**config.mk**
```make
export PLATFORM = sky130hd
export DESIGN_NAME = fft_sched
export DESIGN_NICKNAME = d
export VERILOG_FILES = /design/src/rtl/fft_pkg.sv /design/src/rtl/fft_bf_addr.sv /design/src/rtl/fft_sched.sv
export SDC_FILE = /design/constraint.sdc
export NUM_CORES = 1
export LEC_CHECK = 0
export ABC_AREA = 0
export CAP_MARGIN = 40
export CORE_ASPECT_RATIO = 0.6
export CORE_MARGIN = 1
export CORE_UTILIZATION = 55
export CTS_CLUSTER_SIZE = 12
export DETAILED_ROUTE_END_ITERATION = 10
export PLACE_DENSITY = 0.88
export REMOVE_ABC_BUFFERS = 1
export SYNTH_ARGS = -nofsm -noshare
export SYNTH_HDL_FRONTEND = slang
export SYNTH_SLANG_ARGS = --single-unit
```
**constraint.sdc**
```tcl
create_clock -name clk -period 4.55 [get_ports clk]
set_clock_uncertainty 0.15 [all_clocks]
set_input_delay 0.91 -clock clk [delete_from_list [all_inputs] [get_ports clk]]
set_output_delay 0.91 -clock clk [all_outputs]
set_load 0.1 [all_outputs]
```
**src/rtl/fft_pkg.sv**
```systemverilog
// Shared definitions for the 64-point FFT core: sizes, command encodings and
// the butterfly scheduler state encoding.
package fft_pkg;

    localparam int unsigned LOG2N   = 6;
    localparam int unsigned N       = 1 << LOG2N;
    localparam int unsigned STAGE_W = 3;

    // Command decoder encodings
    localparam logic [2:0] CMD_IDLE        = 3'b000;
    localparam logic [2:0] CMD_DATA_INPUT  = 3'b001;
    localparam logic [2:0] CMD_FFT_EXEC    = 3'b010;
    localparam logic [2:0] CMD_DATA_OUTPUT = 3'b011;

    typedef enum logic [1:0] {
        S_IDLE  = 2'd0,
        S_RUN   = 2'd1,
        S_DRAIN = 2'd2,
        S_DONE  = 2'd3
    } sched_state_e;

endpackage

```
**src/rtl/fft_bf_addr.sv**
```systemverilog
// Radix-2 DIT butterfly address generator (purely combinational).
// Maps (stage s, butterfly k) to operand addresses a, b = a + 2^s and the
// twiddle index k_tw = (k mod 2^s) << (LOG2N-1-s).
// Ports:
//   stage  in  STAGE_W  stage number 0..LOG2N-1
//   k      in  LOG2N-1  butterfly index within the stage
//   a, b   out LOG2N    operand addresses
//   tw_idx out LOG2N-1  twiddle index
module fft_bf_addr #(
    parameter int unsigned LOG2N = fft_pkg::LOG2N
) (
    input  logic [fft_pkg::STAGE_W-1:0] stage,
    input  logic [LOG2N-2:0]            k,
    output logic [LOG2N-1:0]            a,
    output logic [LOG2N-1:0]            b,
    output logic [LOG2N-2:0]            tw_idx
);
    import fft_pkg::*;

    localparam int unsigned SH_W = 4;

    logic [LOG2N-1:0] half;
    logic [LOG2N-1:0] mask;
    logic [LOG2N-1:0] kx;
    logic [LOG2N-1:0] pos;
    logic [LOG2N-1:0] grp;
    logic [SH_W-1:0]  sh_grp;
    logic [SH_W-1:0]  sh_tw;

    // pos selects the butterfly within its group, grp the group; groups are
    // 2*half apart in memory.
    always_comb begin
        kx     = LOG2N'(k);
        half   = LOG2N'(1) << stage;
        mask   = half - LOG2N'(1);
        pos    = kx & mask;
        grp    = kx >> stage;
        sh_grp = SH_W'(stage) + SH_W'(1);
        sh_tw  = SH_W'(LOG2N - 1) - SH_W'(stage);
        a      = (grp << sh_grp) | pos;
        b      = a + half;
        tw_idx = (LOG2N-1)'(pos << sh_tw);
    end

endmodule

```
**src/rtl/fft_sched.sv**
```systemverilog
// In-place radix-2 DIT butterfly scheduler. On start it walks all LOG2N
// stages issuing one butterfly read per cycle, inserts BF_LAT drain cycles
// between stages so reads never overtake pending write-backs, and delays the
// read addresses by BF_LAT cycles to form the write-back strobe/addresses.
// Ports:
//   clk, rst_n              clock, async active-low reset
//   start                   begin a run (sampled in IDLE only)
//   abort                   cancel a run, flush pipeline
//   busy                    high from first read through last write
//   done                    one-cycle pulse after the final write
//   stage                   stage currently being read
//   rd_en, rd_addr_a/b      RAM read strobe and operand addresses
//   tw_idx                  twiddle index k (W = exp(-j2*pi*k/N))
//   wr_en, wr_addr_a/b      RAM write strobe and write-back addresses
module fft_sched #(
    parameter int unsigned LOG2N  = fft_pkg::LOG2N,
    parameter int unsigned BF_LAT = 2
) (
    input  logic                        clk,
    input  logic                        rst_n,
    input  logic                        start,
    input  logic                        abort,
    output logic                        busy,
    output logic                        done,
    output logic [fft_pkg::STAGE_W-1:0] stage,
    output logic                        rd_en,
    output logic [LOG2N-1:0]            rd_addr_a,
    output logic [LOG2N-1:0]            rd_addr_b,
    output logic [LOG2N-2:0]            tw_idx,
    output logic                        wr_en,
    output logic [LOG2N-1:0]            wr_addr_a,
    output logic [LOG2N-1:0]            wr_addr_b
);
    import fft_pkg::*;

    localparam int unsigned K_W   = LOG2N - 1;
    localparam int unsigned DRN_W = 3;

    localparam logic [K_W-1:0]     K_LAST     = K_W'((1 << K_W) - 1);
    localparam logic [STAGE_W-1:0] STAGE_LAST = STAGE_W'(LOG2N - 1);
    localparam logic [DRN_W-1:0]   DRN_LAST   = DRN_W'(BF_LAT - 1);

    sched_state_e       state_q, state_d;
    logic [K_W-1:0]     k_q, k_d;
    logic [STAGE_W-1:0] stage_d;
    logic [DRN_W-1:0]   drain_q, drain_d;
    logic               rd_en_d;
    logic               busy_d;
    logic               done_d;
    logic [LOG2N-1:0]   rd_addr_a_d;
    logic [LOG2N-1:0]   rd_addr_b_d;
    logic [LOG2N-2:0]   tw_idx_d;

    logic [LOG2N-1:0]   bf_a;
    logic [LOG2N-1:0]   bf_b;
    logic [LOG2N-2:0]   bf_tw;

    // Write-back delay line carrying {rd_en, a, b}
    logic               sr_en [BF_LAT];
    logic [LOG2N-1:0]   sr_a  [BF_LAT];
    logic [LOG2N-1:0]   sr_b  [BF_LAT];

    fft_bf_addr #(
        .LOG2N (LOG2N)
    ) u_bf_addr (
        .stage  (stage),
        .k      (k_q),
        .a      (bf_a),
        .b      (bf_b),
        .tw_idx (bf_tw)
    );

    // Next-state and next-output logic
    always_comb begin
        state_d     = state_q;
        k_d         = k_q;
        stage_d     = stage;
        drain_d     = drain_q;
        rd_en_d     = 1'b0;
        busy_d      = 1'b0;
        done_d      = 1'b0;
        rd_addr_a_d = rd_addr_a;
        rd_addr_b_d = rd_addr_b;
        tw_idx_d    = tw_idx;

        unique case (state_q)
            S_IDLE: begin
                if (start) begin
                    state_d = S_RUN;
                    k_d     = '0;
                    stage_d = '0;
                end
            end
            S_RUN: begin
                rd_en_d     = 1'b1;
                busy_d      = 1'b1;
                rd_addr_a_d = bf_a;
                rd_addr_b_d = bf_b;
                tw_idx_d    = bf_tw;
                k_d         = k_q + K_W'(1);
                if (k_q == K_LAST) begin
                    state_d = S_DRAIN;
                    drain_d = '0;
                end
            end
            S_DRAIN: begin
                busy_d  = 1'b1;
                drain_d = drain_q + DRN_W'(1);
                if (drain_q == DRN_LAST) begin
                    if (stage == STAGE_LAST) begin
                        state_d = S_DONE;
                    end else begin
                        state_d = S_RUN;
                        stage_d = stage + STAGE_W'(1);
                        k_d     = '0;
                    end
                end
            end
            S_DONE: begin
                done_d  = 1'b1;
                state_d = S_IDLE;
            end
            default: state_d = S_IDLE;
        endcase

        // Abort wins over every transition, including start
        if (abort) begin
            state_d = S_IDLE;
            k_d     = '0;
            stage_d = '0;
            drain_d = '0;
            rd_en_d = 1'b0;
            busy_d  = 1'b0;
            done_d  = 1'b0;
        end
    end

    // State, counters and registered read-side outputs
    always_ff @(posedge clk or negedge rst_n) begin
        if (!rst_n) begin
            state_q   <= S_IDLE;
            k_q       <= '0;
            stage     <= '0;
            drain_q   <= '0;
            rd_en     <= 1'b0;
            busy      <= 1'b0;
            done      <= 1'b0;
            rd_addr_a <= '0;
            rd_addr_b <= '0;
            tw_idx    <= '0;
        end else begin
            state_q   <= state_d;
            k_q       <= k_d;
            stage     <= stage_d;
            drain_q   <= drain_d;
            rd_en     <= rd_en_d;
            busy      <= busy_d;
            done      <= done_d;
            rd_addr_a <= rd_addr_a_d;
            rd_addr_b <= rd_addr_b_d;
            tw_idx    <= tw_idx_d;
        end
    end

    // Write-back delay line: fed from the registered read outputs so that the
    // tail lags the read by exactly BF_LAT cycles; abort flushes it.
    always_ff @(posedge clk or negedge rst_n) begin
        if (!rst_n) begin
            for (int i = 0; i < BF_LAT; i++) begin
                sr_en[i] <= 1'b0;
                sr_a[i]  <= '0;
                sr_b[i]  <= '0;
            end
        end else if (abort) begin
            for (int i = 0; i < BF_LAT; i++) begin
                sr_en[i] <= 1'b0;
                sr_a[i]  <= '0;
                sr_b[i]  <= '0;
            end
        end else begin
            sr_en[0] <= rd_en;
            sr_a[0]  <= rd_addr_a;
            sr_b[0]  <= rd_addr_b;
            for (int i = 1; i < BF_LAT; i++) begin
                sr_en[i] <= sr_en[i-1];
                sr_a[i]  <= sr_a[i-1];
                sr_b[i]  <= sr_b[i-1];
            end
        end
    end

    assign wr_en     = sr_en[BF_LAT-1];
    assign wr_addr_a = sr_a[BF_LAT-1];
    assign wr_addr_b = sr_b[BF_LAT-1];

endmodule

```
# After elaboration in Yosys (flattened, before gate mapping)
# Cells that the tools add are included.
# Widths: inputs -> output; s select.
[word_totals]
register_bits = 59
input_bits = 4
output_inout_bits = 36
[classes]
n_addsub = 7
n_eq_ne = 10
shifts = 4
n_mux = 28
bitwise = 2
n_reduce_logical = 9
[op_table]
columns = ["cell", "count"]
rows = [
  ["$mux 12", 2],
  ["$mux 5", 4],
  ["$mux 3", 6],
  ["$pmux 5 s3", 1],
  ["$mux 2", 6],
  ["$ne 3x3->1 const B", 4],
  ["$pmux 3 s2", 2],
  ["$pmux 2 s4", 1],
  ["$reduce_and 4->1", 2],
  ["$add 3x1->3 const B", 2],
  ["$add 6x6->6", 1],
  ["$and 5x6->6", 1],
  ["$mux 1", 6],
  ["$or 6x6->6", 1],
  ["$reduce_bool 3->1", 2],
  ["$shl 1x3->6 const A", 1],
  ["$shl 6x4->5", 1],
  ["$shl 6x4->6", 1],
  ["$shr 5x3->6", 1],
  ["$sub 6x1->6 const B", 1],
  ["$add 5x1->5 const B", 1],
  ["$eq 5x5->1 const B", 1],
  ["$add 3x1->4 const B", 1],
  ["$eq 2x2->1 const B", 2],
  ["other kinds (9)", 9],
]

# Logic depth before layout (Yosys ltp)
# Gate-level depths: netlist (run 1).
[depth]
word_depth = 5
ltp_mapped = 16

# By module
# Synthesis (run 1) repeated with hierarchy kept, for this count alone.
[hier_totals]
hier_cells = 306
hier_area_um2 = 3279.4
[modules_own_cells]
columns = ["module", "instances", "cells_per_inst", "area_each_um2"]
rows = [
  ["fft_sched", 1, 196, 2502.4],
  ["fft_bf_addr", 1, 110, 777.0],
]

# Least setup slack after synthesis (run 1)
# OpenSTA, ideal clock, no wires.
[synth_path]
kind = "register to register"
startpoint = "register stage[1] in the netlist's numbering"
endpoint = "register rd_addr_b[5]"
setup_ns = 0.082
t_arrival_ns = 4.085
path_slack_ns = 0.233
path_stages_with_launch = 17
path_buffers = 2
path_cell_list = "dfrtp_1 > buf_6 > buf_2 > inv_1 > ha_1 > nand2_1 > ha_1 > nor2b_1 > xor2_1 > a22o_1 > a221o_1 > ha_1 > nor4bb_1 > a311oi_1 > nand3_1 > or4_1 > a31oi_1"
[synth_via]
elab_chain_cells = 5
elab_cells_between_ends = 8
classes_between = "add/sub (3); shift (3); bitwise (2)"
[synth_lines]
columns = ["element", "line", "text"]
rows = [
  ["start, declared", "fft_sched.sv:25", "output logic [fft_pkg::STAGE_W-1:0] stage,"],
  ["start signal, assigned", "fft_sched.sv:154", "stage <= stage_d;"],
  ["$shl 1x3->6", "fft_bf_addr.sv:34", "half = LOG2N'(1) << stage;"],
  ["$sub 6x1->6", "fft_bf_addr.sv:35", "mask = half - LOG2N'(1);"],
  ["$and 5x6->6", "fft_bf_addr.sv:36", "pos = kx & mask;"],
  ["$or 6x6->6 (*)", "fft_bf_addr.sv:40", "a = (grp << sh_grp) | pos;"],
  ["net bf_a[4]", "fft_sched.sv:54", "logic [LOG2N-1:0] bf_a;"],
  ["$add 6x6->6 (*)", "fft_bf_addr.sv:41", "b = a + half;"],
  ["end signal, assigned", "fft_sched.sv:160", "rd_addr_b <= rd_addr_b_d;"],
  ["end, declared", "fft_sched.sv:28", "output logic [LOG2N-1:0] rd_addr_b,"],
]
# Mark *: on every way through the listed nets, which the timed path passes. The rest lies on a longest branch.
# A chain may end at the register's enable or synchronous reset.

# Worst setup path in the final report (run 1)
[layout_path]
startpoint = "register stage[0] in the netlist's numbering"
endpoint = "register rd_addr_b[5]"
# Same word-level chain as after synthesis.

==> results of run 1 <==
stage by stage:
stage | util, % | instances | total power (uW) | hold WS, ns | worst slack [ns]
6_report | 78.1 | 471 | 2200 | 0.309 | 0.342
5_1_grt | 78.1 | 471 | 2290 | 0.337 | 0.192
4_1_cts | 78.1 | 471 | 2210 | 0.313 | 0.492
3_5_place_dp | 74.1 | 455 | 1660 | 0.298 | 0.577
3_3_place_gp | 64.2 | 419 | 1470 | 0.291 | 0.789
2_1_floorplan | - | 294 | 1260 | 0.289 | 0.0565
state kept, by name (all words and copies together) (netlist names):
| name | flops |
|---|---|
| sr_en | 1 |
| drain_q | 3 |
| tw_idx | 5 |
| wr_en | 1 |
| sr_a | 6 |
| done | 1 |
| state_q | 2 |
| rd_addr_b | 6 |
| busy | 1 |
| stage | 3 |
| wr_addr_b | 6 |
| k_q | 5 |
| sr_b | 6 |
| rd_addr_a | 6 |
| wr_addr_a | 6 |
| rd_en | 1 |
final cells by class:
type | count | area (um^2) | area share (%)
clock buffers | 10 | 138 | 3.10
flip-flops and latches | 59 | 1480 | 33.3
inverters | 17 | 63.8 | 1.44
repair buffers | 81 | 996 | 22.5
clock inverters | 6 | 88.8 | 2.00
well taps | 80 | 100 | 2.26
multi-input cells | 218 | 1570 | 35.4
path summary, 6_finish.rpt:
path	to	slack, ns	cells past startpoint
max	rd_addr_b[5]$_DFFE_PN0P_	0.34	13
min	wr_en$_DFF_PN0_	0.31	1
max reg2reg	rd_addr_b[5]$_DFFE_PN0P_	0.34	13
min reg2reg	wr_en$_DFF_PN0_	0.31	1
max in group asynchronous	rd_addr_a[1]$_DFFE_PN0P_	3.00	2
min in group asynchronous	tw_idx[1]$_DFFE_PN0P_	0.40	1
logic make-up (layout without fill, tap and decap cells):
| kind of cell | Yosys count | count (layout) | synth area share [%] |
|---|---|---|---|
| muxes | 11 | 11 | 3.77 |
| DFF | 59 | 59 | 44.9 |
| AOI/OAI and AO/OA | 72 | 72 | 15.9 |
| and+or+nand+nor | 106 | 106 | 17.6 |
| xor gates and xnor gates | 7 | 7 | 1.86 |
| adders and majority gates | 22 | 22 | 8.60 |
| buffers and inverters | 47 | 114 | 7.34 |
report_power, final:
group	internal, uW	switching, uW	total (uW)
sequential	597	63.6	660
combinational	349	650	999
clock	323	221	543
cells in the mapped netlist (5+ instances only):
master | count | area, um^2
sky130_fd_sc_hd__buf_4 | 14 | 105
sky130_fd_sc_hd__o21ai_0 | 11 | 55.1
sky130_fd_sc_hd__nor2_1 | 17 | 63.8
sky130_fd_sc_hd__o31ai_1 | 5 | 37.5
sky130_fd_sc_hd__nor2b_1 | 34 | 213
sky130_fd_sc_hd__nor3_1 | 8 | 40.0
sky130_fd_sc_hd__ha_1 | 21 | 263
sky130_fd_sc_hd__mux2_2 | 7 | 78.8
sky130_fd_sc_hd__nand2_1 | 21 | 78.8
sky130_fd_sc_hd__a21o_1 | 5 | 37.5
sky130_fd_sc_hd__xnor2_1 | 5 | 43.8
sky130_fd_sc_hd__inv_1 | 17 | 63.8
sky130_fd_sc_hd__clkbuf_1 | 10 | 37.5
sky130_fd_sc_hd__dfrtp_1 | 59 | 1480
sky130_fd_sc_hd__o2bb2ai_1 | 6 | 52.6
sky130_fd_sc_hd__a21oi_1 | 8 | 40.0
layer usage:
metal / vias up / wire, um / global-route usage (%) / part of all wire (%)
li1: 1252 / - / - / -
met1: 1387 / 3720 / 40.5 / 41
met5: - / 0 / 0 / 0
met2: 161 / 4190 / 50.2 / 46
met3: 28 / 992 / 9.62 / 11
met4: 0 / 187 / 10.8 / 2.1
==> impl_table.tex, run 1 <==
\begin{tabular}{lr}
\hline
Metric & Value \\
\hline
\multicolumn{2}{l}{\textbf{Worst setup path}} \\
Critical path's slowest cell & sky130\_fd\_sc\_hd\_\_dfrtp\_1 \\
Cells along the critical path & inv\_1, ha\_1, nand2b\_1, ha\_1, nor2b\_1, nor2\_1, inv\_1, ha\_1, a211oi\_1, or4bb\_1, nand3\_1, or4\_1, a31oi\_1 \\
Worst Path Required & 4.66 ns \\
Slowest stage delay, CP & 0.58 ns \\
Most used cell, CP & sky130\_fd\_sc\_hd\_\_ha\_1 \\
Category of the worst setup path capture point & flip-flop \\
Source of the worst register-to-register timing path & stage[0]\$\_DFFE\_PN0P\_ \\
Critical path buffer and inverter count & 2 \\
Worst path top cell family by delay & simple AND/OR/NAND/NOR gates \\
Worst setup startpoint & stage[0]\$\_DFFE\_PN0P\_ \\
Max Fanout on Critical Path & 12 \\
Category of the most critical setup path & flip-flop to flip-flop \\
Critical path data arrival time & 4.32 ns \\
Element type at the critical path start & flip-flop \\
\multicolumn{2}{l}{\textbf{Clock tree}} \\
Clock tree sinks & 59 \\
Count of instances resized after the clock tree is built & 0 \\
TritonCTS clock tree & built \\
Number of buffers created by CTS & 9 \\
Hold Buf Count CTS & 0 \\
Number of buffers inserted by post-CTS setup repair & 0 \\
Clock slew seen by the registers of the worst setup and hold paths & 0.07 ns \\
Insertion delay of the later-clocked pin in the worst-skew pair & 0.35 ns \\
Root buffer selected by CTS & sky130\_fd\_sc\_hd\_\_clkbuf\_8 \\
Deepest clock path buffer count & 2 \\
\# H-tree levels & 3 \\
\multicolumn{2}{l}{\textbf{Final layout}} \\
Relative area change from synthesis to final layout & 34.8\% \\
Most common library cell in the layout ignoring fill and taps & sky130\_fd\_sc\_hd\_\_dfrtp\_1 \\
Top library cells by usage in the layout, fill and taps aside & sky130\_fd\_sc\_hd\_\_dfrtp\_1, sky130\_fd\_sc\_hd\_\_clkdlybuf4s50\_1, sky130\_fd\_sc\_hd\_\_nor2b\_1, sky130\_fd\_sc\_hd\_\_buf\_8 \\
Final std cell area, no fill & 0.00443 mm\^{}2 \\
Number of inserted diodes & 0 \\
Number of fill cells & 335 \\
Final nets & 412 \\
Fraction of layout cells with a size suffix above 1 & 18.9\% \\
\multicolumn{2}{l}{\textbf{Place}} \\
Count of buffers from port buffering & 39 \\
Placed cell area & 0.00421 mm\^{}2 \\
Placer's final routability congestion estimate & 1.00 \\
Final HPWL from detailed placement & 6550 um \\
\multicolumn{2}{l}{\textbf{STA}} \\
Highest Clock Rate & 238 MHz \\
Least-Margin Pin Slew & 0.611 ns \\
RSZ-0062 raised after global routing & no \\
Post-route minimum period & 4.21 ns \\
Final Hold Violating Endpoints & 0 \\
Slew headroom & 59.2\% \\
Period utilization & 92.5\% \\
Total negative setup slack & 0 ns \\
Number of failing setup endpoints in the final timing report & 0 \\
Final Slew Violations & 0 \\
\multicolumn{2}{l}{\textbf{Global routing}} \\
Total routing resource utilization after global routing & 31.0\% \\
Remaining global-route overflow & 0 \\
First-pass GRT wire length & 14000 um \\
Number of global-route vias before repair & 2676 \\
Number of antenna violations at the first check in global routing & 0 \\
Maximum number of pins on one net before global-route repair & 36 \\
\multicolumn{2}{l}{\textbf{Worst hold path}} \\
Path class of the lowest-slack min-delay path & flip-flop to flip-flop \\
Hold\_sp & sr\_en[1]\$\_DFF\_PN0\_ \\
\multicolumn{2}{l}{\textbf{Floorplanning}} \\
Die Y & 61.9 um \\
Starting Density & 58.0\% \\
Width of the die & 102 um \\
Core outline area & 0.00568 mm\^{}2 \\
DIE AREA & 0.00630 mm\^{}2 \\
Number of cell rows & 21 \\
Io pins & 40 \\
\multicolumn{2}{l}{\textbf{Power and ir drop}} \\
Lkg Pwr & 0.00201 uW \\
Peak VDD IR & 0.000290 V \\
Power per Cell Area & 497 mW/mm\^{}2 \\
\multicolumn{2}{l}{\textbf{Detailed routing}} \\
Via Count & 2828 \\
DR DRC count & 0 \\
1st-iter DRT viols & 251 \\
Routed vias/inst & 6.00 \\
Initial DRT Pass Iterations & 5 \\
Per-cell routed wire length & 19.3 um \\
Antenna viol nets, final & 0 \\
Final wirelength & 9100 um \\
\multicolumn{2}{l}{\textbf{Run status}} \\
Run status & completed \\
\multicolumn{2}{l}{\textbf{Synth}} \\
Number of warnings printed during yosys synthesis & 0 \\
Count of flip-flops with a built-in enable after synthesis & 0 \\
Async set-reset flop share out of synthesis & 100\% \\
Synthesis-stage register bit count & 59 \\
Synthesized area per cell & 10.2 um\^{}2 \\
Number of distinct standard cells referenced by the synthesized netlist & 63 \\
Primary FF master, synth & sky130\_fd\_sc\_hd\_\_dfrtp\_1 \\
Post-synthesis instance total & 324 \\
Sequential element share of the synthesized area & 44.9\% \\
Netlist area before placement & 0.00329 mm\^{}2 \\
\multicolumn{2}{l}{\textbf{Job}} \\
Max-cap viol count & 0 \\
\hline
\end{tabular}
Note: power is estimated with default switching activity, not from simulation.
==> run 2, diff against run 1 <==
--- a/config.mk
+++ b/config.mk
@@ -9,10 +9,10 @@
 export CAP_MARGIN = 40
 export CORE_ASPECT_RATIO = 0.6
 export CORE_MARGIN = 1
-export CORE_UTILIZATION = 55
+export CORE_UTILIZATION = 50
 export CTS_CLUSTER_SIZE = 12
 export DETAILED_ROUTE_END_ITERATION = 10
-export PLACE_DENSITY = 0.88
+export PLACE_DENSITY = 0.82
 export REMOVE_ABC_BUFFERS = 1
 export SYNTH_ARGS = -nofsm -noshare
 export SYNTH_HDL_FRONTEND = slang
==> run 2 against run 1 <==
Combinational power decreased by 2.5%. Critical path depth rose by 1. Non-clock buffer count grew 1. Sequential share of layout area is essentially flat. Die area grew 9.7%. Register-to-register slack gained 0.48 ns. Via count fell by 6.7%. First-iteration DRC count down 16%. Total power fell by 1.7%. Wire length is 12% lower. Utilization fell by 6.9 points. Critical path type unchanged. Critical endpoint unchanged.
==> impl_table.tex, run 2 (synthesized netlist as in run 1, its figures left out) <==
\begin{tabular}{lr}
\hline
Metric & Value \\
\hline
\multicolumn{2}{l}{\textbf{STA}} \\
RSZ-0062 raised after global routing & no \\
Total negative setup slack & 0 ns \\
Post-route minimum period & 3.73 ns \\
Final Slew Violations & 0 \\
Slew headroom & 50.7\% \\
Highest Clock Rate & 268 MHz \\
Final Hold Violating Endpoints & 0 \\
Least-Margin Pin Slew & 0.739 ns \\
Number of failing setup endpoints in the final timing report & 0 \\
Final Worst Setup Slack & 0.821 ns \\
Period utilization & 81.9\% \\
\multicolumn{2}{l}{\textbf{Power and ir drop}} \\
Lkg Pwr & 0.00201 uW \\
Switching power as a share of total power & 42.2\% \\
Internal Power & 1250 uW \\
Gate power share & 45.0\% \\
Power spent charging and discharging nets & 913 uW \\
Relative contribution of sequential cells to total power & 30.3\% \\
Total Power & 2160 uW \\
Power per Cell Area & 488 mW/mm\^{}2 \\
Part of the power in the clock network & 24.7\% \\
Peak VDD IR & 0.000359 V \\
\multicolumn{2}{l}{\textbf{Worst setup path}} \\
Number of cells on the worst reg-to-reg path & 14 \\
Source of the worst register-to-register timing path & stage[0]\$\_DFFE\_PN0P\_ \\
R2r endpoint & rd\_addr\_b[5]\$\_DFFE\_PN0P\_ \\
Max Fanout on Critical Path & 7 \\
Category of the most critical setup path & flip-flop to flip-flop \\
Worst Path Required & 4.66 ns \\
Element type at the critical path start & flip-flop \\
Setup slack of the worst register-to-register path & 0.82 ns \\
Crit path capture & rd\_addr\_b[5]\$\_DFFE\_PN0P\_ \\
Category of the worst setup path capture point & flip-flop \\
Worst setup startpoint & stage[0]\$\_DFFE\_PN0P\_ \\
Critical path data arrival time & 3.84 ns \\
\multicolumn{2}{l}{\textbf{Final layout}} \\
Final Core Density & 71.2\% \\
Relative area change from synthesis to final layout & 34.7\% \\
Final nets & 413 \\
Fraction of layout cells with a size suffix above 1 & 19.1\% \\
Number of inserted diodes & 0 \\
Most common library cell in the layout ignoring fill and taps & sky130\_fd\_sc\_hd\_\_dfrtp\_1 \\
Top library cells by usage in the layout, fill and taps aside & sky130\_fd\_sc\_hd\_\_dfrtp\_1, sky130\_fd\_sc\_hd\_\_clkdlybuf4s50\_1, sky130\_fd\_sc\_hd\_\_buf\_8, sky130\_fd\_sc\_hd\_\_nor2b\_1 \\
\multicolumn{2}{l}{\textbf{Place}} \\
Placer's final routability congestion estimate & 0.926 \\
Worst setup slack after placement & 0.874 ns \\
Final HPWL from detailed placement & 5890 um \\
Count of buffers from port buffering & 39 \\
\multicolumn{2}{l}{\textbf{Clock tree}} \\
Insertion delay of the later-clocked pin in the worst-skew pair & 0.34 ns \\
Clock slew seen by the registers of the worst setup and hold paths & 0.07 ns \\
Deepest clock path buffer count & 2 \\
Clock tree sinks & 59 \\
Number of buffers created by CTS & 9 \\
\# H-tree levels & 3 \\
Root buffer selected by CTS & sky130\_fd\_sc\_hd\_\_clkbuf\_8 \\
Number of buffers inserted by post-CTS setup repair & 0 \\
Count of instances resized after the clock tree is built & 0 \\
Hold Buf Count CTS & 0 \\
TritonCTS clock tree & built \\
\multicolumn{2}{l}{\textbf{Detailed routing}} \\
1st-iter DRT viols & 210 \\
Via Count & 2638 \\
DR DRC count & 0 \\
Initial DRT Pass Iterations & 5 \\
Final wirelength & 7980 um \\
Antenna viol nets, final & 0 \\
Per-cell routed wire length & 16.8 um \\
Routed vias/inst & 5.54 \\
\multicolumn{2}{l}{\textbf{Floorplanning}} \\
DIE AREA & 0.00692 mm\^{}2 \\
Die Y & 64.8 um \\
Io pins & 40 \\
Core outline area & 0.00622 mm\^{}2 \\
Starting Density & 52.9\% \\
Width of the die & 107 um \\
Number of cell rows & 22 \\
\multicolumn{2}{l}{\textbf{Global routing}} \\
Maximum number of pins on one net before global-route repair & 60 \\
First-pass GRT wire length & 13100 um \\
Total routing resource utilization after global routing & 25.8\% \\
Number of antenna violations at the first check in global routing & 0 \\
Number of global-route vias before repair & 2502 \\
Remaining global-route overflow & 0 \\
\multicolumn{2}{l}{\textbf{Worst hold path}} \\
Path class of the lowest-slack min-delay path & flip-flop to flip-flop \\
\multicolumn{2}{l}{\textbf{Job}} \\
Max-cap viol count & 0 \\
\multicolumn{2}{l}{\textbf{Run status}} \\
Run status & completed \\
\hline
\end{tabular}
==> run 2: worst min path at each step <==
stage,start,to,slack (ns),depth (start not counted)
finish,sr_b[8]$_DFF_PN0_,wr_addr_b[2]$_DFF_PN0_,0.31,1
global placement,sr_a[9]$_DFF_PN0_,wr_addr_a[3]$_DFF_PN0_,0.29,1
global route,sr_b[8]$_DFF_PN0_,wr_addr_b[2]$_DFF_PN0_,0.32,1
CTS,sr_a[10]$_DFF_PN0_,wr_addr_a[4]$_DFF_PN0_,0.31,1
detailed placement,sr_a[10]$_DFF_PN0_,wr_addr_a[4]$_DFF_PN0_,0.30,1
floorplan,sr_a[6]$_DFF_PN0_,wr_addr_a[0]$_DFF_PN0_,0.29,1
==> run 2: stage by stage <==
stage | instances | area [um^2] | hold WS, ns
4_1_cts | 476 | 4430 | 0.314
3_5_place_dp | 460 | 4210 | 0.298
5_1_grt | 476 | 4430 | 0.320
6_report | 476 | 4430 | 0.310
2_1_floorplan | 294 | 3110 | 0.289
3_3_place_gp | 424 | 3650 | 0.291
==> run 2: critical path: stages (launching register included) <==
cell                       delay [ns]
sky130_fd_sc_hd__dfrtp_1         0.47
sky130_fd_sc_hd__inv_1           0.21
sky130_fd_sc_hd__ha_1            0.26
sky130_fd_sc_hd__nand2b_1        0.13
sky130_fd_sc_hd__ha_1            0.22
sky130_fd_sc_hd__nor2b_1         0.15
sky130_fd_sc_hd__xor2_1          0.14
sky130_fd_sc_hd__a22o_1          0.25
sky130_fd_sc_hd__a221o_1         0.32
sky130_fd_sc_hd__ha_1            0.36
sky130_fd_sc_hd__nor4bb_1        0.08
sky130_fd_sc_hd__a311oi_1        0.19
sky130_fd_sc_hd__nand3_1         0.13
sky130_fd_sc_hd__or4_1           0.40
sky130_fd_sc_hd__a31oi_1         0.17
==> run 2: layout make-up <==
type	count	area, um^2
Inverter	17	63.8
Multi-Input combinational cell	218	1570
Clock buffer	9	124
Clock inverter	7	100
Fill cell	444	1790
Tap cell	84	105
Sequential cell	59	1480
Timing Repair Buffer	82	991
==> run 2: layer usage <==
layer	wire length (um)	global-route usage [%]	share of wire [%]	vias to the layer above
li1	-	-	-	1255
met2	3480	37.0	44	111
met1	3680	36.4	46	1260
met4	110	9.42	1.4	0
met5	0	0	0	-
met3	711	8.55	8.9	12
==> run 2: power by group through the flow <==
stage                     registers [uW]  logic, uW  clock network, uW
after floorplan                      974        288                  0
after global placement               661        804                  0
after detailed placement             666        968                  0
after CTS                            656        972                549
after global routing                 666       1030                575
final                                656        974                535
==> run 3, diff against run 2 <==
--- a/config.mk
+++ b/config.mk
@@ -12,7 +12,7 @@
 export CORE_UTILIZATION = 50
 export CTS_CLUSTER_SIZE = 12
 export DETAILED_ROUTE_END_ITERATION = 10
-export PLACE_DENSITY = 0.82
+export PLACE_DENSITY = 0.85
 export REMOVE_ABC_BUFFERS = 1
 export SYNTH_ARGS = -nofsm -noshare
 export SYNTH_HDL_FRONTEND = slang
==> constraint.sdc (replaced) <==
create_clock -name clk -period 3.1 [get_ports clk]
set_clock_uncertainty 0.15 [all_clocks]
set_input_delay 0.62 -clock clk [delete_from_list [all_inputs] [get_ports clk]]
set_output_delay 0.62 -clock clk [all_outputs]
set_load 0.1 [all_outputs]
==> run 3 against run 2 <==
The run now ends with setup timing left. Combinational power up 44%. Register-to-register slack worse by 1.1 ns. Utilization rose by 0.36 points. Largest cell class unchanged.
==> impl_table.tex, run 3 (synthesized netlist as in run 1, its figures left out) <==
\begin{tabular}{lr}
\hline
Metric & Value \\
\hline
\multicolumn{2}{l}{\textbf{Run status}} \\
Run status & finished, violations left \\
Violated checks & setup timing \\
\multicolumn{2}{l}{\textbf{STA}} \\
RSZ-0062 raised after global routing & yes \\
Period utilization & 110\% \\
Number of failing setup endpoints in the final timing report & 1 \\
Highest Clock Rate & 294 MHz \\
Post-route minimum period & 3.40 ns \\
Slew headroom & 68.3\% \\
Worst hold-check slack & 0.0620 ns \\
Total negative setup slack & -0.305 ns \\
Final Hold Violating Endpoints & 0 \\
Final Worst Setup Slack & -0.305 ns \\
Final Slew Violations & 0 \\
Least-Margin Pin Slew & 0.473 ns \\
\multicolumn{2}{l}{\textbf{Worst setup path}} \\
R2r endpoint & rd\_addr\_b[5]\$\_DFFE\_PN0P\_ \\
Element type at the critical path start & flip-flop \\
Setup slack of the worst register-to-register path & -0.30 ns \\
Category of the most critical setup path & flip-flop to flip-flop \\
Source of the worst register-to-register timing path & stage[0]\$\_DFFE\_PN0P\_ \\
Category of the worst setup path capture point & flip-flop \\
Critical path data arrival time & 3.53 ns \\
Worst Path Required & 3.22 ns \\
Number of cells on the worst reg-to-reg path & 17 \\
Max Fanout on Critical Path & 4 \\
\multicolumn{2}{l}{\textbf{Power and ir drop}} \\
Relative contribution of sequential cells to total power & 29.5\% \\
Part of the power in the clock network & 27.2\% \\
Internal Power & 1880 uW \\
Gate power share & 43.3\% \\
Power spent charging and discharging nets & 1350 uW \\
Power per Cell Area & 725 mW/mm\^{}2 \\
Total Power & 3230 uW \\
Lkg Pwr & 0.00211 uW \\
Peak VDD IR & 0.000467 V \\
Switching power as a share of total power & 41.9\% \\
\multicolumn{2}{l}{\textbf{Clock tree}} \\
TritonCTS clock tree & built \\
Hold Buf Count CTS & 0 \\
Root buffer selected by CTS & sky130\_fd\_sc\_hd\_\_clkbuf\_8 \\
Number of buffers created by CTS & 9 \\
Insertion delay of the later-clocked pin in the worst-skew pair & 0.35 ns \\
Deepest clock path buffer count & 2 \\
\# H-tree levels & 3 \\
Clock tree sinks & 59 \\
Clock slew seen by the registers of the worst setup and hold paths & 0.07 ns \\
\multicolumn{2}{l}{\textbf{Place}} \\
Placer's final routability congestion estimate & 0.955 \\
Final HPWL from detailed placement & 5940 um \\
Count of buffers from port buffering & 39 \\
Placed cell area & 0.00389 mm\^{}2 \\
\multicolumn{2}{l}{\textbf{Detailed routing}} \\
Initial DRT Pass Iterations & 7 \\
1st-iter DRT viols & 154 \\
Final wirelength & 8440 um \\
Per-cell routed wire length & 17.1 um \\
DR DRC count & 0 \\
Routed vias/inst & 5.49 \\
Via Count & 2710 \\
Antenna viol nets, final & 0 \\
\multicolumn{2}{l}{\textbf{Final layout}} \\
Multi-input logic area & 0.00180 mm\^{}2 \\
Number of inserted diodes & 0 \\
Final std cell area, no fill & 0.00445 mm\^{}2 \\
Final nets & 431 \\
Fraction of layout cells with a size suffix above 1 & 39.3\% \\
Final Core Density & 71.6\% \\
Sequential standard cell area & 0.00148 mm\^{}2 \\
Relative area change from synthesis to final layout & 35.4\% \\
Most common library cell in the layout ignoring fill and taps & sky130\_fd\_sc\_hd\_\_buf\_4 \\
Top library cells by usage in the layout, fill and taps aside & sky130\_fd\_sc\_hd\_\_buf\_4, sky130\_fd\_sc\_hd\_\_dfrtp\_1, sky130\_fd\_sc\_hd\_\_nor2b\_1, sky130\_fd\_sc\_hd\_\_nand2\_1, sky130\_fd\_sc\_hd\_\_nor2\_1 \\
Number of fill cells & 451 \\
\multicolumn{2}{l}{\textbf{Floorplanning}} \\
Number of cell rows & 22 \\
Width of the die & 107 um \\
Starting Density & 52.9\% \\
Die Y & 64.8 um \\
Io pins & 40 \\
DIE AREA & 0.00692 mm\^{}2 \\
Core outline area & 0.00622 mm\^{}2 \\
\multicolumn{2}{l}{\textbf{Worst hold path}} \\
Path class of the lowest-slack min-delay path & input port to async pin \\
\multicolumn{2}{l}{\textbf{Job}} \\
Max-cap viol count & 0 \\
\multicolumn{2}{l}{\textbf{Global routing}} \\
First-pass GRT wire length & 13500 um \\
Maximum number of pins on one net before global-route repair & 24 \\
Remaining global-route overflow & 0 \\
Number of antenna violations at the first check in global routing & 0 \\
Total routing resource utilization after global routing & 26.8\% \\
Number of global-route vias before repair & 2609 \\
\hline
\end{tabular}
[run 3: how the worst max path moves through the flow]
| stage | endpoint | from | slack, ns |
|---|---|---|---|
| floorplan | rd_addr_b[5]$_DFFE_PN0P_ | stage[1]$_DFFE_PN0P_ | -1.39 |
| global route | rd_addr_b[5]$_DFFE_PN0P_ | stage[1]$_DFFE_PN0P_ | -0.41 |
| CTS | rd_addr_b[5]$_DFFE_PN0P_ | stage[1]$_DFFE_PN0P_ | -0.27 |
| finish | rd_addr_b[5]$_DFFE_PN0P_ | stage[0]$_DFFE_PN0P_ | -0.30 |
| global placement | rd_addr_b[5]$_DFFE_PN0P_ | stage[1]$_DFFE_PN0P_ | -0.27 |
| detailed placement | rd_addr_b[5]$_DFFE_PN0P_ | stage[1]$_DFFE_PN0P_ | -0.32 |
[run 3: routing by layer]
metal,vias to the layer above,GRT usage (%),routed length (um)
met3,7,10.6,887
met2,119,36.7,3520
met1,1295,37.4,3920
met5,-,0,0
met4,0,11.0,113
li1,1289,-,-
[run 3: repair_timing]
item / 4_1_cts / 5_1_grt
setup buffers: 6 / 4
pin swaps: 8 / 17
endpoints found under the setup margin: 2 / 2
resized for setup: 25 / 23
[run 3: critical path: stages (launching register included)]
cell and delay [ns]:
sky130_fd_sc_hd__dfrtp_2 0.41, sky130_fd_sc_hd__inv_2 0.07, sky130_fd_sc_hd__buf_4 0.13, sky130_fd_sc_hd__buf_4 0.12, sky130_fd_sc_hd__ha_2 0.20, sky130_fd_sc_hd__buf_4 0.14, sky130_fd_sc_hd__nor2b_2 0.16, sky130_fd_sc_hd__xnor2_1 0.25
sky130_fd_sc_hd__o2bb2ai_1 0.15, sky130_fd_sc_hd__ha_1 0.34, sky130_fd_sc_hd__o21ai_2 0.07, sky130_fd_sc_hd__or4bb_1 0.52, sky130_fd_sc_hd__nand3_2 0.09, sky130_fd_sc_hd__buf_4 0.11, sky130_fd_sc_hd__buf_4 0.10, sky130_fd_sc_hd__buf_4 0.09
sky130_fd_sc_hd__o31ai_1 0.05, sky130_fd_sc_hd__a31oi_1 0.18
[run 3: per-stage QoR]
| stage | cells | worst slack [ns] |
|---|---|---|
| 2_1_floorplan | 294 | -1.39 |
| 3_3_place_gp | 468 | -0.273 |
| 3_5_place_dp | 468 | -0.321 |
| 4_1_cts | 490 | -0.267 |
| 5_1_grt | 494 | -0.411 |
| 6_report | 494 | -0.305 |
[run 3: final cells by class]
class                           count  area share (%)
Timing Repair Buffer              100            17.0
Clock buffer                       10            3.09
Tap cell                           84            2.36
Sequential cell                    59            33.2
Clock inverter                      6            2.53
Inverter                           17            1.43
Multi-Input combinational cell    218            40.4
[run 3: power by group through the flow]
| stage | Sequential, uW | Combinational [uW] | Clock [uW] |
|---|---|---|---|
| 5_1_grt | 965 | 1490 | 931 |
| 2_1_floorplan | 1430 | 423 | 0 |
| 3_5_place_dp | 964 | 1270 | 0 |
| 4_1_cts | 952 | 1330 | 896 |
| 6_report | 952 | 1400 | 879 |
| 3_3_place_gp | 956 | 1250 | 0 |
